`config.mk`:
```
export PLATFORM = sky130hd
export DESIGN_NAME = ob_cn_queue_flat
export DESIGN_NICKNAME = d
export VERILOG_FILES = /design/src/rtl/ob_cn_queue_pkg.sv /design/src/rtl/ob_cn_queue_if.sv /design/src/rtl/ob_cn_queue_entry.sv /design/src/rtl/ob_cn_queue.sv /design/src/flat_wrapper.sv
export SDC_FILE = /design/constraint.sdc
export NUM_CORES = 1
export LEC_CHECK = 0
export ABC_AREA = 1
export BUFFER_PORTS_ARGS = -buffer_cell sky130_fd_sc_hd__buf_4
export CORE_ASPECT_RATIO = 0.75
export CORE_MARGIN = 3
export CORE_UTILIZATION = 40
export DETAILED_ROUTE_END_ITERATION = 10
export PLACE_DENSITY = 0.59
export SYNTH_ARGS = -nofsm -noshare
export SYNTH_HDL_FRONTEND = slang
export SYNTH_SLANG_ARGS = --single-unit
```
`constraint.sdc`:
```
create_clock -name clk -period 2.05 [get_ports clk]
set_input_delay 0.5125 -clock clk [delete_from_list [all_inputs] [get_ports clk]]
set_output_delay 0.5125 -clock clk [all_outputs]
set_load 0.005 [all_outputs]
```
`src/rtl/ob_cn_queue_pkg.sv`:
```
// ---------------------------------------------------------------------------
// ob_pkg : shared types for the conditional (stop) order queue.
//   uid_t     - command unique id
//   price_t   - price / trigger value
//   cn_cond_t - trigger comparison (CN_GE : price >= trigger, CN_LE : price <= trigger)
//   side_t    - SIDE_BUY watches the best ask, SIDE_SELL watches the best bid
//   cmd_t     - conditional command held by one queue entry
//   table_t   - best-of-book snapshot (price, quantity)
//   cn_met()  - trigger comparison helper
// ---------------------------------------------------------------------------
package ob_pkg;

  localparam int UID_W     = 8;
  localparam int PRICE_W   = 16;
  localparam int QTY_W     = 16;
  localparam int PAYLOAD_W = 16;

  typedef logic [UID_W-1:0]   uid_t;
  typedef logic [PRICE_W-1:0] price_t;

  typedef enum logic {
    CN_GE = 1'b0,
    CN_LE = 1'b1
  } cn_cond_t;

  typedef enum logic {
    SIDE_BUY  = 1'b0,
    SIDE_SELL = 1'b1
  } side_t;

  typedef struct packed {
    uid_t                 uid;
    cn_cond_t             cn_cond;
    side_t                side;
    price_t               trigger;
    logic [PAYLOAD_W-1:0] payload;
  } cmd_t;

  typedef struct packed {
    price_t             price;
    logic [QTY_W-1:0]   qty;
  } table_t;

  function automatic logic cn_met(cn_cond_t cond, price_t price, price_t trigger);
    return (cond == CN_GE) ? (price >= trigger) : (price <= trigger);
  endfunction

endpackage

```
`src/rtl/ob_cn_queue_if.sv`:
```
// ---------------------------------------------------------------------------
// ob_cn_queue_if : bundle of all non-clock/reset signals of ob_cn_queue.
//   alloc_vld/alloc_cmd/alloc_rdy        - command allocation handshake
//   cntrl_evt_texe_r                     - trade-execution event (evaluate triggers)
//   lm_bid_table_vld_r/lm_bid_table_r    - best bid snapshot
//   lm_ask_table_vld_r/lm_ask_table_r    - best ask snapshot
//   mtr_vld_r/mtr_r/mtr_accept           - matured command output
//   cancel_vld/cancel_uid/cancel_hit_r   - cancel path (only with OB_CN_QUEUE_CANCEL_EN)
//   occ_r/full_r                         - occupancy status
// Modports: master = producer/consumer side, slave = queue side.
// Optional feature macro: OB_CN_QUEUE_CANCEL_EN.
// ---------------------------------------------------------------------------
interface ob_cn_queue_if #(
  parameter int N     = 8,
  parameter int W_OCC = $clog2(N + 1)
);
  import ob_pkg::*;

  logic             alloc_vld;
  cmd_t             alloc_cmd;
  logic             alloc_rdy;
  logic             cntrl_evt_texe_r;
  logic             lm_bid_table_vld_r;
  table_t           lm_bid_table_r;
  logic             lm_ask_table_vld_r;
  table_t           lm_ask_table_r;
  logic             mtr_vld_r;
  cmd_t             mtr_r;
  logic             mtr_accept;
`ifdef OB_CN_QUEUE_CANCEL_EN
  logic             cancel_vld;
  uid_t             cancel_uid;
  logic             cancel_hit_r;
`endif
  logic [W_OCC-1:0] occ_r;
  logic             full_r;

`ifdef OB_CN_QUEUE_CANCEL_EN
  modport master (
    output alloc_vld, alloc_cmd, cntrl_evt_texe_r,
    output lm_bid_table_vld_r, lm_bid_table_r, lm_ask_table_vld_r, lm_ask_table_r,
    output mtr_accept, cancel_vld, cancel_uid,
    input  alloc_rdy, mtr_vld_r, mtr_r, cancel_hit_r, occ_r, full_r
  );
  modport slave (
    input  alloc_vld, alloc_cmd, cntrl_evt_texe_r,
    input  lm_bid_table_vld_r, lm_bid_table_r, lm_ask_table_vld_r, lm_ask_table_r,
    input  mtr_accept, cancel_vld, cancel_uid,
    output alloc_rdy, mtr_vld_r, mtr_r, cancel_hit_r, occ_r, full_r
  );
`else
  modport master (
    output alloc_vld, alloc_cmd, cntrl_evt_texe_r,
    output lm_bid_table_vld_r, lm_bid_table_r, lm_ask_table_vld_r, lm_ask_table_r,
    output mtr_accept,
    input  alloc_rdy, mtr_vld_r, mtr_r, occ_r, full_r
  );
  modport slave (
    input  alloc_vld, alloc_cmd, cntrl_evt_texe_r,
    input  lm_bid_table_vld_r, lm_bid_table_r, lm_ask_table_vld_r, lm_ask_table_r,
    input  mtr_accept,
    output alloc_rdy, mtr_vld_r, mtr_r, occ_r, full_r
  );
`endif

endinterface

```
`src/rtl/ob_cn_queue_entry.sv`:
```
// ---------------------------------------------------------------------------
// ob_cn_queue_entry : one slot of the conditional queue.
// Holds busy / matured flags and the command, and evaluates the trigger
// against the relevant side of the book on each trade-execution event.
// Ports:
//   clk, rst                 - clock, asynchronous active-low reset
//   i_alloc, i_cmd           - load a new command (slot must be free)
//   i_free                   - release the slot (output load or cancel)
//   i_evt                    - trade-execution event
//   i_bid_vld/i_bid_price    - best bid (used by sell-side commands)
//   i_ask_vld/i_ask_price    - best ask (used by buy-side commands)
//   i_cancel_vld/i_cancel_uid/o_cancel_match - uid compare for cancel
//                              (only with OB_CN_QUEUE_CANCEL_EN)
//   o_busy, o_matured, o_cmd - slot state
// ---------------------------------------------------------------------------
module ob_cn_queue_entry
  import ob_pkg::*;
(
  input  logic   clk,
  input  logic   rst,
  input  logic   i_alloc,
  input  cmd_t   i_cmd,
  input  logic   i_free,
  input  logic   i_evt,
  input  logic   i_bid_vld,
  input  price_t i_bid_price,
  input  logic   i_ask_vld,
  input  price_t i_ask_price,
`ifdef OB_CN_QUEUE_CANCEL_EN
  input  logic   i_cancel_vld,
  input  uid_t   i_cancel_uid,
  output logic   o_cancel_match,
`endif
  output logic   o_busy,
  output logic   o_matured,
  output cmd_t   o_cmd
);

  logic   r_busy;
  logic   r_matured;
  cmd_t   r_cmd;

  logic   w_tbl_vld;
  price_t w_tbl_price;
  logic   w_hit;

  // Sell-stops watch the bid, buy-stops watch the ask.
  always_comb begin
    w_tbl_vld   = i_ask_vld;
    w_tbl_price = i_ask_price;
    if (r_cmd.side == SIDE_SELL) begin
      w_tbl_vld   = i_bid_vld;
      w_tbl_price = i_bid_price;
    end
    w_hit = i_evt & r_busy & ~r_matured & w_tbl_vld &
            cn_met(r_cmd.cn_cond, w_tbl_price, r_cmd.trigger);
  end

  // Free has priority; alloc only targets a free slot so the two never collide.
  always_ff @(posedge clk or negedge rst) begin
    if (!rst) begin
      r_busy    <= 1'b0;
      r_matured <= 1'b0;
      r_cmd     <= '0;
    end else if (i_free) begin
      r_busy    <= 1'b0;
      r_matured <= 1'b0;
    end else if (i_alloc) begin
      r_busy    <= 1'b1;
      r_matured <= 1'b0;
      r_cmd     <= i_cmd;
    end else if (w_hit) begin
      r_matured <= 1'b1;
    end
  end

`ifdef OB_CN_QUEUE_CANCEL_EN
  assign o_cancel_match = i_cancel_vld & r_busy & (r_cmd.uid == i_cancel_uid);
`endif

  assign o_busy    = r_busy;
  assign o_matured = r_matured;
  assign o_cmd     = r_cmd;

endmodule

```
`src/rtl/ob_cn_queue.sv`:
```
// ---------------------------------------------------------------------------
// ob_cn_queue : queue of N conditional (stop) commands.
// Commands are parked in the lowest free slot, mature when their trigger
// condition holds on a trade-execution event, and leave oldest-first through
// a registered output stage. An N x N age matrix tracks relative order.
// Ports:
//   clk  - clock
//   rst  - asynchronous active-low reset
//   bus  - ob_cn_queue_if.slave (alloc, book tables, matured output,
//          optional cancel, occupancy)
// Optional feature macro: OB_CN_QUEUE_CANCEL_EN enables cancel-by-uid.
// ---------------------------------------------------------------------------
module ob_cn_queue
  import ob_pkg::*;
#(
  parameter int N     = 8,
  parameter int W_OCC = $clog2(N + 1)
)(
  input  logic            clk,
  input  logic            rst,
  ob_cn_queue_if.slave    bus
);

  localparam logic [N-1:0] LP_ONE = {{(N-1){1'b0}}, 1'b1};

  logic [N-1:0]     w_busy;
  logic [N-1:0]     w_matured;
  cmd_t             w_cmd [N];
  logic [N-1:0]     w_free;
  logic [N-1:0]     w_lowest_free;
  logic [N-1:0]     w_alloc_oh;
  logic [N-1:0]     w_sel_oh;
  logic [N-1:0]     w_load_oh;
  logic [N-1:0]     w_free_oh;
  logic             w_alloc_fire;
  logic             w_out_ready;
  logic             w_load;
  logic             w_cancel_any;
  logic [$bits(cmd_t)-1:0] w_sel_bits;
  logic [W_OCC-1:0] w_occ_next;
  logic             w_unused;

  // r_age[i][j] == 1 : entry i is older than entry j.
  logic [N-1:0]     r_age [N];
  logic             r_mtr_vld;
  cmd_t             r_mtr;
  logic [W_OCC-1:0] r_occ;
  logic             r_full;

  // Quantity fields of the book tables are not needed for triggering.
  assign w_unused = ^{bus.lm_bid_table_r.qty, bus.lm_ask_table_r.qty};

  // -------------------------------------------------------------------------
  // Allocation: lowest free slot (x & -x). Only slots free at the start of
  // the cycle count, so a slot released this cycle is reused next cycle.
  // -------------------------------------------------------------------------
  assign w_alloc_fire  = bus.alloc_vld & ~r_full;
  assign w_free        = ~w_busy;
  assign w_lowest_free = w_free & (~w_free + LP_ONE);
  assign w_alloc_oh    = w_lowest_free & {N{w_alloc_fire}};

  // -------------------------------------------------------------------------
  // Entries
  // -------------------------------------------------------------------------
`ifdef OB_CN_QUEUE_CANCEL_EN
  logic [N-1:0] w_cancel_match;
  logic [N-1:0] w_cancel_oh;
  logic         r_cancel_hit;
`endif

  genvar gi;
  generate
    for (gi = 0; gi < N; gi++) begin : g_entry
      ob_cn_queue_entry u_entry (
        .clk            (clk),
        .rst            (rst),
        .i_alloc        (w_alloc_oh[gi]),
        .i_cmd          (bus.alloc_cmd),
        .i_free         (w_free_oh[gi]),
        .i_evt          (bus.cntrl_evt_texe_r),
        .i_bid_vld      (bus.lm_bid_table_vld_r),
        .i_bid_price    (bus.lm_bid_table_r.price),
        .i_ask_vld      (bus.lm_ask_table_vld_r),
        .i_ask_price    (bus.lm_ask_table_r.price),
`ifdef OB_CN_QUEUE_CANCEL_EN
        .i_cancel_vld   (bus.cancel_vld),
        .i_cancel_uid   (bus.cancel_uid),
        .o_cancel_match (w_cancel_match[gi]),
`endif
        .o_busy         (w_busy[gi]),
        .o_matured      (w_matured[gi]),
        .o_cmd          (w_cmd[gi])
      );
    end
  endgenerate

  // -------------------------------------------------------------------------
  // Age matrix: a newcomer is older than nobody and everybody is older than
  // it. Stale bits of free slots are harmless because selection masks them.
  // -------------------------------------------------------------------------
  always_ff @(posedge clk or negedge rst) begin
    if (!rst) begin
      for (int i = 0; i < N; i++) r_age[i] <= '0;
    end else if (w_alloc_fire) begin
      for (int i = 0; i < N; i++) begin
        if (w_alloc_oh[i]) r_age[i] <= '0;
        else               r_age[i] <= r_age[i] | w_alloc_oh;
      end
    end
  end

  // Oldest matured entry: matured and older than every other matured entry.
  generate
    for (gi = 0; gi < N; gi++) begin : g_sel
      assign w_sel_oh[gi] = w_matured[gi] &
                            ~|(w_matured & ~r_age[gi] & ~(LP_ONE << gi));
    end
  endgenerate

  always_comb begin
    w_sel_bits = '0;
    for (int i = 0; i < N; i++) begin
      if (w_sel_oh[i]) w_sel_bits = w_sel_bits | w_cmd[i];
    end
  end

  // -------------------------------------------------------------------------
  // Output stage: refill whenever empty or being consumed.
  // -------------------------------------------------------------------------
  assign w_out_ready = ~r_mtr_vld | bus.mtr_accept;
  assign w_load      = w_out_ready & (|w_matured);
  assign w_load_oh   = w_sel_oh & {N{w_out_ready}};

  always_ff @(posedge clk or negedge rst) begin
    if (!rst) begin
      r_mtr_vld <= 1'b0;
      r_mtr     <= '0;
    end else if (w_out_ready) begin
      r_mtr_vld <= |w_matured;
      if (|w_matured) r_mtr <= cmd_t'(w_sel_bits);
    end
  end

  // -------------------------------------------------------------------------
  // Cancel: an entry being loaded this cycle is owned by the output stage.
  // -------------------------------------------------------------------------
`ifdef OB_CN_QUEUE_CANCEL_EN
  assign w_cancel_oh  = w_cancel_match & ~w_load_oh;
  assign w_cancel_any = |w_cancel_oh;
  assign w_free_oh    = w_load_oh | w_cancel_oh;

  always_ff @(posedge clk or negedge rst) begin
    if (!rst) r_cancel_hit <= 1'b0;
    else      r_cancel_hit <= w_cancel_any;
  end

  assign bus.cancel_hit_r = r_cancel_hit;
`else
  assign w_cancel_any = 1'b0;
  assign w_free_oh    = w_load_oh;
`endif

  // -------------------------------------------------------------------------
  // Occupancy
  // -------------------------------------------------------------------------
  always_comb begin
    w_occ_next = r_occ;
    if (w_alloc_fire) w_occ_next = w_occ_next + W_OCC'(1);
    if (w_load)       w_occ_next = w_occ_next - W_OCC'(1);
    if (w_cancel_any) w_occ_next = w_occ_next - W_OCC'(1);
  end

  always_ff @(posedge clk or negedge rst) begin
    if (!rst) begin
      r_occ  <= '0;
      r_full <= 1'b0;
    end else begin
      r_occ  <= w_occ_next;
      r_full <= (w_occ_next == W_OCC'(N));
    end
  end

  assign bus.alloc_rdy = ~r_full;
  assign bus.mtr_vld_r = r_mtr_vld;
  assign bus.mtr_r     = r_mtr;
  assign bus.occ_r     = r_occ;
  assign bus.full_r    = r_full;

  // -------------------------------------------------------------------------
  // Duplicate uids among live entries are not supported.
  // -------------------------------------------------------------------------
`ifndef SYNTHESIS
  logic [N-1:0] w_uid_dup;
  generate
    for (gi = 0; gi < N; gi++) begin : g_dup
      assign w_uid_dup[gi] = w_busy[gi] & ~w_free_oh[gi] &
                             (w_cmd[gi].uid == bus.alloc_cmd.uid);
    end
  endgenerate

  a_uid_unique: assert property (@(posedge clk) disable iff (!rst)
    w_alloc_fire |-> (w_uid_dup == '0))
    else $error("ob_cn_queue: duplicate uid allocated");
`endif

endmodule

```
`src/flat_wrapper.sv`:
```
// flat-port wrapper written by rule: the top's interface ports become plain ports
module ob_cn_queue_flat import ob_pkg::*;
#(
  parameter int N     = 8,
  parameter int W_OCC = $clog2(N + 1)
)
  (clk, rst, bus_alloc_vld, bus_alloc_cmd, bus_cntrl_evt_texe_r, bus_lm_bid_table_vld_r, bus_lm_bid_table_r, bus_lm_ask_table_vld_r, bus_lm_ask_table_r, bus_mtr_accept, bus_alloc_rdy, bus_mtr_vld_r, bus_mtr_r, bus_occ_r, bus_full_r);
  ob_cn_queue_if #(.N(N), .W_OCC(W_OCC)) bus_i ();
  input  logic clk;
  input  logic rst;
  input wire logic [$bits(bus_i.alloc_vld)-1:0] bus_alloc_vld;
  input wire logic [$bits(bus_i.alloc_cmd)-1:0] bus_alloc_cmd;
  input wire logic [$bits(bus_i.cntrl_evt_texe_r)-1:0] bus_cntrl_evt_texe_r;
  input wire logic [$bits(bus_i.lm_bid_table_vld_r)-1:0] bus_lm_bid_table_vld_r;
  input wire logic [$bits(bus_i.lm_bid_table_r)-1:0] bus_lm_bid_table_r;
  input wire logic [$bits(bus_i.lm_ask_table_vld_r)-1:0] bus_lm_ask_table_vld_r;
  input wire logic [$bits(bus_i.lm_ask_table_r)-1:0] bus_lm_ask_table_r;
  input wire logic [$bits(bus_i.mtr_accept)-1:0] bus_mtr_accept;
  output wire logic [$bits(bus_i.alloc_rdy)-1:0] bus_alloc_rdy;
  output wire logic [$bits(bus_i.mtr_vld_r)-1:0] bus_mtr_vld_r;
  output wire logic [$bits(bus_i.mtr_r)-1:0] bus_mtr_r;
  output wire logic [$bits(bus_i.occ_r)-1:0] bus_occ_r;
  output wire logic [$bits(bus_i.full_r)-1:0] bus_full_r;
  assign bus_i.alloc_vld = bus_alloc_vld;
  assign bus_i.alloc_cmd = bus_alloc_cmd;
  assign bus_i.cntrl_evt_texe_r = bus_cntrl_evt_texe_r;
  assign bus_i.lm_bid_table_vld_r = bus_lm_bid_table_vld_r;
  assign bus_i.lm_bid_table_r = bus_lm_bid_table_r;
  assign bus_i.lm_ask_table_vld_r = bus_lm_ask_table_vld_r;
  assign bus_i.lm_ask_table_r = bus_lm_ask_table_r;
  assign bus_i.mtr_accept = bus_mtr_accept;
  assign bus_alloc_rdy = bus_i.alloc_rdy;
  assign bus_mtr_vld_r = bus_i.mtr_vld_r;
  assign bus_mtr_r = bus_i.mtr_r;
  assign bus_occ_r = bus_i.occ_r;
  assign bus_full_r = bus_i.full_r;
  ob_cn_queue #(.N(N), .W_OCC(W_OCC)) u_core (.clk(clk), .rst(rst), .bus(bus_i));
endmodule
```
==> impl_metrics.csv, run 1 <==
group,metric,value,unit
yosys,ys_ff_latch,456,
sta,timing.final.crit_share,105.0,%
power_and_ir_drop,p_seq_share,30.9,%
critical_path,reg2reg_to,"u_core.g_entry[0].u_entry.o_matured",
global_route,gr-usage-all-layers,26.77,%
cts,cts_root_buf,"clkbuf_16",
cells_and_area,ff_latch_area,11420,µm²
routing,avgViaCountPerCell,5.547,
yosys,ys_top_cells_by_area,"dfrtp_1 46%, nand2_1 12%, o21ai_0 8.4%, nand3_1 6.7%, ha_1 6.6%",
yosys,synth_warnings,0,
power_and_ir_drop,intPower,28.42,mW
cts,clock_path_buffers,3,
critical_path,setup.worst_path.start_class,"flop",
cts,insertion_delay,0.61,ns
critical_path,r2r_cells,10,
sta,slew_violations,0,
cts,clock-sinks,456,
worst_hold_path,holdCritStartpoint,"bus_alloc_cmd[0]",
yosys,avgSynthCellArea,7.817,µm²
routing,drc,0,
sta,fin_ws,-0.1032,ns
yosys,synthCells,3151,
cells_and_area,final_nets,3594,
placement,port_buffers,129,
routing,drt-initial-drc-count,2418,
yosys,synthesis.nets,3394,
global_route,grt_start_max_net_pins,84,
power_and_ir_drop,swShare,44.67,%
yosys,synth.distinct_cells,38,
critical_path,crit_required,2.53,ns
power_and_ir_drop,leakagePower,14.76,nW
floorplanning,rows,78,
global_route,grt_antenna_before_repair,1,
job,max_cap_violations,0,
routing,first_pass_iters,6,
cells_and_area,n_antenna_cell,0,
floorplanning,core,60700,µm²
sta,relSlewSlack,51.23,%
power_and_ir_drop,power_density,1691,nW/µm²
floorplanning,die_h,220.9,µm
placement,post-dp-hpwl,59710,µm
power_and_ir_drop,power.switching,22.94,mW
critical_path,rr_startpoint,"u_core.g_entry[0].u_entry.o_cmd[32]",
routing,ant_nets,0,
sta,fin_crit,2.153,ns
critical_path,r2r_setup_slack,-0.10,ns
floorplanning,die_width,292.5,µm
cells_and_area,drive_gt1_share,16.71,%
yosys,synth_top_cell_by_area,"dfrtp_1",
critical_path,end_kind,"flop",
cells_and_area,syn_to_final_growth,23.30,%
cts,cts_buffers,49,
cts,htree_num_levels,2,
sta,fin_tns_setup,-0.3149,ns
run_status,violations,"setup timing",
run_status,outcome,"complete, but fails checks",
placement,gp_congestion,0.9368,
sta,tightestPinTransition,0.7249,ns
worst_hold_path,holdPathEnd,"u_core.g_entry[5].u_entry.o_cmd[0]",
sta,skew,0.01924,ns
sta,max_freq,464.4,MHz
cts,tritoncts,"built",
routing,vias,23230,
sta,setup_viol,6,
global_route,grt_first_pass_wirelength,134300,µm
critical_path,cp.arrival,2.64,ns
cts,clkTransAtPathRegs,0.07,ns
yosys,synth_seq_area_share,46.32,%
sta,hold_viol_final,0,
power_and_ir_drop,clkPwrFrac,18.1,%
worst_hold_path,holdCritPathClass,"input pin to flop",
routing,post_drt_wl_per_cell,21.12,µm
critical_path,crit_start,"u_core.g_entry[0].u_entry.o_cmd[32]",
routing,wirelength,88450,µm
global_route,grt_pass1_vias,22050,
floorplanning,die_area,64630,µm²
floorplanning,start_util,40.58,%
worst_hold_path,hold_depth,3,
power_and_ir_drop,combPwrFrac,51.0,%
critical_path,worstSetupPathType,"flop to flop",
yosys,synth_top_area_share,46.32,%
yosys,synth.cell_area,24630,µm²
power_and_ir_drop,peakVddDrop,0.0008002,V
cells_and_area,fillCellCount,5773,
sta,rsz0062_at_grt,"true",
cells_and_area,multi_input_area,11640,µm²
floorplanning,io_pins,162,
sta,whs,0.2597,ns
global_route,grt_overflow,0,
critical_path,crit_path_max_fanout,4,
-- cells in the mapped netlist --
cell,n
or2_2,23
nor2_1,175
buf_6,16
buf_1,8
nand2_4,1
nor3_2,1
o21bai_1,1
o211ai_1,7
mux2i_1,1
nand4_1,22
dfrtp_1,456
nand2_2,3
clkbuf_2,8
o21ai_1,128
inv_1,302
buf_4,11
nor4_1,6
xnor2_1,1
nand2_1,756
nor3_1,6
clkbuf_1,111
a21oi_1,97
a211oi_1,2
inv_2,12
nor4_4,2
nand3_2,1
nor3b_1,1
a21o_1,3
o31ai_1,6
nand3_1,328
o22ai_1,27
ha_1,130
xor2_1,3
o21a_1,19
o21ai_0,414
buf_2,31
nand3b_1,23
nor2_2,9
-- placed cells by master, fill, tap and decap left out, types with 4 or more instances in the layout --
| cell | netlist | final |
|---|---|---|
| a21oi_1 | 97 | 83 |
| a21oi_2 | 0 | 13 |
| buf_12 | 0 | 58 |
| buf_4 | 11 | 258 |
| buf_6 | 16 | 6 |
| bufinv_16 | 0 | 4 |
| clkbuf_1 | 111 | 8 |
| clkbuf_16 | 0 | 55 |
| clkbuf_8 | 0 | 13 |
| clkinv_2 | 0 | 6 |
| clkinv_4 | 0 | 4 |
| dfrtp_1 | 456 | 450 |
| dfrtp_2 | 0 | 6 |
| ha_1 | 130 | 129 |
| inv_1 | 302 | 301 |
| inv_2 | 12 | 4 |
| inv_4 | 0 | 7 |
| nand2_1 | 756 | 733 |
| nand2_2 | 3 | 17 |
| nand2_4 | 1 | 10 |
| nand3_1 | 328 | 311 |
| nand3_2 | 1 | 16 |
| nand3b_1 | 23 | 23 |
| nand4_1 | 22 | 22 |
| nor2_1 | 175 | 151 |
| nor2_2 | 9 | 16 |
| nor2_4 | 0 | 17 |
| nor3_2 | 1 | 5 |
| nor4_1 | 6 | 6 |
| o211ai_1 | 7 | 7 |
| o21a_1 | 19 | 19 |
| o21ai_0 | 414 | 370 |
| o21ai_1 | 128 | 170 |
| o22ai_1 | 27 | 21 |
| o22ai_2 | 0 | 6 |
| o31ai_1 | 6 | 5 |
| or2_2 | 23 | 23 |
-- flip-flops by register name, summed over array words and instances, names as in the netlist --
name,flops
u_core.g_entry.u_entry.o_matured,8
u_core.g_entry.u_entry.o_cmd,336
u_core.g_entry.u_entry.o_busy,8
u_core.bus.mtr_vld_r,1
u_core.r_age,56
u_core.bus.full_r,1
u_core.bus.occ_r,4
u_core.bus.mtr_r,42
-- logic make-up after synthesis --
kind of cell / synth area share (%)
AO/OA/AOI/OAI: 14.83
XOR/XNOR: 0.1423
adder cells (fa/ha/maj): 6.603
buffers and inverters: 8.457
flip-flops: 46.32
multiplexers: 0.04064
AND/OR/NAND/NOR: 23.60
-- worst max-delay path: stages, from the launching register on --
cell       delay [ns]
dfrtp_2          0.51
clkbuf_16        0.21
o21ai_1          0.08
ha_1             0.36
a21oi_2          0.15
nand2_2          0.08
a21oi_2          0.18
buf_6            0.14
nand4_1          0.15
nand3_4          0.12
o31ai_2          0.07
-- repair_timing --
action | in CTS | in global routing
cloned | 2 | 6
gates resized for setup | 47 | 129
pin swaps | 11 | 53
hold buffers | 1 | 0
endpoints found under the hold margin | 16 | 0
setup endpoints to repair | 148 | 276
buffers inserted | 10 | 10
-- metrics by stage --
| step | power (mW) | setup WS [ns] | area (µm²) | std cells | util (%) |
|---|---|---|---|---|---|
| 6_report | 51.36 | -0.1032 | 30370 | 4188 | 50.03 |
| 5_1_grt | 54.92 | -0.1958 | 30370 | 4188 | 50.03 |
| 4_1_cts | 49.85 | -0.08749 | 29760 | 4172 | 49.03 |
| 3_5_place_dp | 39.70 | -0.6617 | 27800 | 4071 | 45.80 |
| 3_3_place_gp | 39.02 | -0.6409 | 27800 | 4071 | 45.80 |
| 2_1_floorplan | 28.80 | 0.08532 | 24630 | 3151 | - |
-- power groups by stage --
stage | logic (mW) | registers (mW) | clock network (mW)
finish | 26.2 | 15.9 | 9.28
global placement | 23.4 | 15.6 | 0
global route | 28.8 | 16.3 | 9.79
detailed placement | 23.9 | 15.8 | 0
floorplan | 13.8 | 15.0 | 0
CTS | 24.7 | 15.7 | 9.43
-- layer usage --
metal / up-vias / global-route usage [%] / part of all wire [%]
li1: 10780 / - / -
met1: 11250 / 40.09 / 46
met2: 1046 / 39.88 / 43
met3: 151 / 4.646 / 8.6
met4: 2 / 7.179 / 2.7
met5: - / 0 / 0.015
-- how the worst max path moves through the flow --
stage,end,slack [ns],cells past startpoint
floorplan,u_core.g_entry[7].u_entry.o_matured,0.09,13
global placement,u_core.g_entry[1].u_entry.o_matured,-0.64,14
detailed placement,u_core.g_entry[1].u_entry.o_matured,-0.66,14
CTS,u_core.g_entry[1].u_entry.o_matured,-0.09,14
global route,u_core.g_entry[0].u_entry.o_matured,-0.20,13
finish,u_core.g_entry[0].u_entry.o_matured,-0.10,10
-- area by class of cell --
type	count	share of cell area [%]
Clock inverter	18	0.7621
Sequential cell	456	37.60
Timing Repair Buffer	334	11.32
Inverter	314	3.971
Clock buffer	70	4.725
Tap cell	800	3.296
Multi-Input combinational cell	2196	38.33
(Power assumes the default switching activity.)
==> run 2, diff against run 1 <==
--- a/config.mk
+++ b/config.mk
@@ -11,7 +11,7 @@
 export CORE_MARGIN = 3
 export CORE_UTILIZATION = 40
 export DETAILED_ROUTE_END_ITERATION = 10
-export PLACE_DENSITY = 0.59
+export PLACE_DENSITY = 0.67
 export SYNTH_ARGS = -nofsm -noshare
 export SYNTH_HDL_FRONTEND = slang
 export SYNTH_SLANG_ARGS = --single-unit
==> run 2 against run 1 <==
Net effect: the run still ends with setup timing left; global-route usage shrank 1.4 points; critical path depth grew 1; utilization grew 0.81 points; routed wire length grew 1.5%; die area is the same; design area grew 1.6%; non-clock buffer count grew 32; power grew 0.54%; largest power group unchanged.
==> impl_metrics.csv, run 2 (synthesized netlist as in run 1, its figures left out) <==
group,metric,value,unit
floorplanning,die_width,292.5,µm
global_route,grt_antenna_before_repair,0,
cells_and_area,largest_reg_flops,336,
floorplanning,io_pins,162,
cells_and_area,drive_gt1_share,17.18,%
sta,fin_tns_setup,-0.3032,ns
critical_path,crit_required,2.60,ns
critical_path,crit_path_max_incr_delay,0.42,ns
placement,post-dp-hpwl,56160,µm
worst_hold_path,holdCritPathClass,"input pin to flop",
cts,htree_num_levels,2,
power_and_ir_drop,combPwrFrac,51.7,%
floorplanning,core,60700,µm²
critical_path,cpMaxStageDelayCell,"dfrtp_1",
critical_path,setup.worst_path.start_class,"flop",
sta,timing.final.crit_share,105.8,%
run_status,outcome,"complete, but fails checks",
sta,tightestPinTransition,0.6602,ns
cells_and_area,fin_area,30860,µm²
cts,clock_path_buffers,3,
placement,port_buffers,129,
sta,hold_viol_final,0,
sta,rsz0062_at_grt,"true",
critical_path,crit_path_max_fanout,17,
critical_path,cp.arrival,2.72,ns
routing,met1_length,38430,µm
global_route,gr-usage-all-layers,25.33,%
sta,fin_ws,-0.1186,ns
placement,gp_congestion,0.9457,
routing,post_drt_wl_per_cell,21.28,µm
routing,dr.max_layer_used,"met4",
power_and_ir_drop,clkPwrFrac,17.6,%
worst_hold_path,holdPathEnd,"u_core.g_entry[7].u_entry.o_cmd[41]",
routing,drc,0,
sta,setup_viol,5,
sta,skew,0.03443,ns
cells_and_area,fillCellCount,5686,
worst_hold_path,hold_depth,3,
critical_path,r2r_cells,11,
power_and_ir_drop,power.switching,23.11,mW
global_route,grt_first_pass_wirelength,128300,µm
cts,clock-sinks,456,
worst_hold_path,holdCritStartpoint,"bus_alloc_cmd[41]",
cts,cts_root_buf,"clkbuf_16",
routing,wirelength,89730,µm
routing,first_pass_iters,6,
floorplanning,die_area,64630,µm²
critical_path,reg2reg_to,"u_core.g_entry[2].u_entry.o_matured",
floorplanning,die_h,220.9,µm
cells_and_area,syn_to_final_growth,25.30,%
cells_and_area,final_nets,3626,
critical_path,path_cells,"buf_6 -> o21ai_0 -> ha_1 -> a21oi_1 -> a21oi_2 -> nor2_1 -> buf_4 -> nand2_1 -> nand3_1 -> nand3_2 -> a21oi_2",
sta,fin_crit,2.169,ns
critical_path,end_kind,"flop",
critical_path,r2r_setup_slack,-0.12,ns
routing,ant_nets,0,
global_route,grt_pass1_vias,21630,
job,max_cap_violations,0,
power_and_ir_drop,power_density,1673,nW/µm²
power_and_ir_drop,p_seq_share,30.7,%
run_status,violations,"setup timing",
cts,cts_buffers,48,
power_and_ir_drop,leakagePower,15.00,nW
floorplanning,start_util,40.58,%
power_and_ir_drop,p_total,51.64,mW
routing,drt-initial-drc-count,3113,
global_route,grt_overflow,0,
power_and_ir_drop,peakVddDrop,0.0009211,V
critical_path,rr_startpoint,"u_core.g_entry[2].u_entry.o_cmd[32]",
cells_and_area,n_antenna_cell,0,
cts,clkTransAtPathRegs,0.06,ns
global_route,grt_start_max_net_pins,69,
cells_and_area,final_common_cell,"nand2_1",
placement,placed_cell_area,28120,µm²
sta,relSlewSlack,55.58,%
sta,whs,0.2537,ns
routing,met2_length,37510,µm
routing,wl_met3,10450,µm
routing,vias,23460,
cts,tritoncts,"built",
power_and_ir_drop,intPower,28.52,mW
critical_path,worstSetupPathType,"flop to flop",
sta,max_freq,461.1,MHz
power_and_ir_drop,swShare,44.76,%
sta,slew_violations,0,
routing,avgViaCountPerCell,5.565,
cells_and_area,layout_common_cells,"735 x nand2_1, 454 x dfrtp_1, 377 x o21ai_0, 310 x nand3_1, 297 x inv_1",
cts,insertion_delay,0.62,ns
critical_path,path_common_cell,"a21oi_2",
floorplanning,rows,78,
run 2: changes by cell type in the layout (fill, tap and decap cells not counted), moves of 5 or more:
cell       before  now
buf_12         58   63
buf_4         258  268
clkbuf_16      55   61
clkbuf_8       13    8
inv_2           4   10
o21ai_0       370  377
o21ai_1       170  163
run 2: metrics by stage:
stage	utilization, %	worst slack [ns]	instances
2_1_floorplan	-	0.08532	3151
3_5_place_dp	46.32	-0.2958	4093
6_report	50.84	-0.1186	4216
5_1_grt	50.84	-0.1896	4216
3_3_place_gp	46.32	-0.3110	4093
4_1_cts	49.42	-0.06223	4186
run 2: worst max-delay path by stage:
stage | start | to | slack (ns)
final | u_core.g_entry[2].u_entry.o_cmd[32] | u_core.g_entry[2].u_entry.o_matured | -0.12
after global routing | u_core.g_entry[3].u_entry.o_cmd[32] | u_core.g_entry[3].u_entry.o_matured | -0.19
after CTS | u_core.g_entry[3].u_entry.o_cmd[32] | u_core.g_entry[3].u_entry.o_matured | -0.06
after detailed placement | bus_lm_ask_table_r[27] | u_core.g_entry[1].u_entry.o_matured | -0.30
after global placement | bus_lm_ask_table_r[27] | u_core.g_entry[1].u_entry.o_matured | -0.31
after floorplan | u_core.g_entry[7].u_entry.o_cmd[32] | u_core.g_entry[7].u_entry.o_matured | 0.09
run 2: final cells by class:
class | instances | area, µm² | share of cell area [%]
repair buffers | 366 | 3951 | 12.80
inverters | 314 | 1201 | 3.892
multi-input cells | 2197 | 11680 | 37.85
clock buffers | 66 | 1349 | 4.370
well taps | 800 | 1001 | 3.243
flip-flops and latches | 456 | 11410 | 36.98
clock inverters | 17 | 265.3 | 0.8594
run 2: per-layer routing:
metal  global-route usage [%]  vias up
met3                    4.696      208
met4                    7.955        0
met5                        0        -
met1                    37.87    11090
met2                    37.10     1326
li1                         -    10840
run 2: worst max-delay path: cells and delay by family, from the launching register on:
| family | cells | cell delay, ns |
|---|---|---|
| flip-flops | 1 | 0.42 |
| adder cells (fa/ha/maj) | 1 | 0.27 |
| buffers and inverters | 2 | 0.32 |
| AND/OR/NAND/NOR | 4 | 0.38 |
| AO/OA/AOI/OAI | 4 | 0.70 |
run 2: power groups by stage:
stage	sequential (mW)	clock (mW)	combinational [mW]
after floorplan	15.0	0	13.8
after global placement	15.6	0	23.5
after detailed placement	15.7	0	23.9
after CTS	15.6	9.19	24.5
after global routing	16.2	9.55	29.1
final	15.8	9.10	26.7
run 2: timing repair:
action,CTS,global route
buffers inserted,7,12
gates resized for setup,46,124
hold buffers,1,0
pin swaps,10,46
cloned,3,19
setup endpoints to repair,102,198
endpoints found under the hold margin,17,0
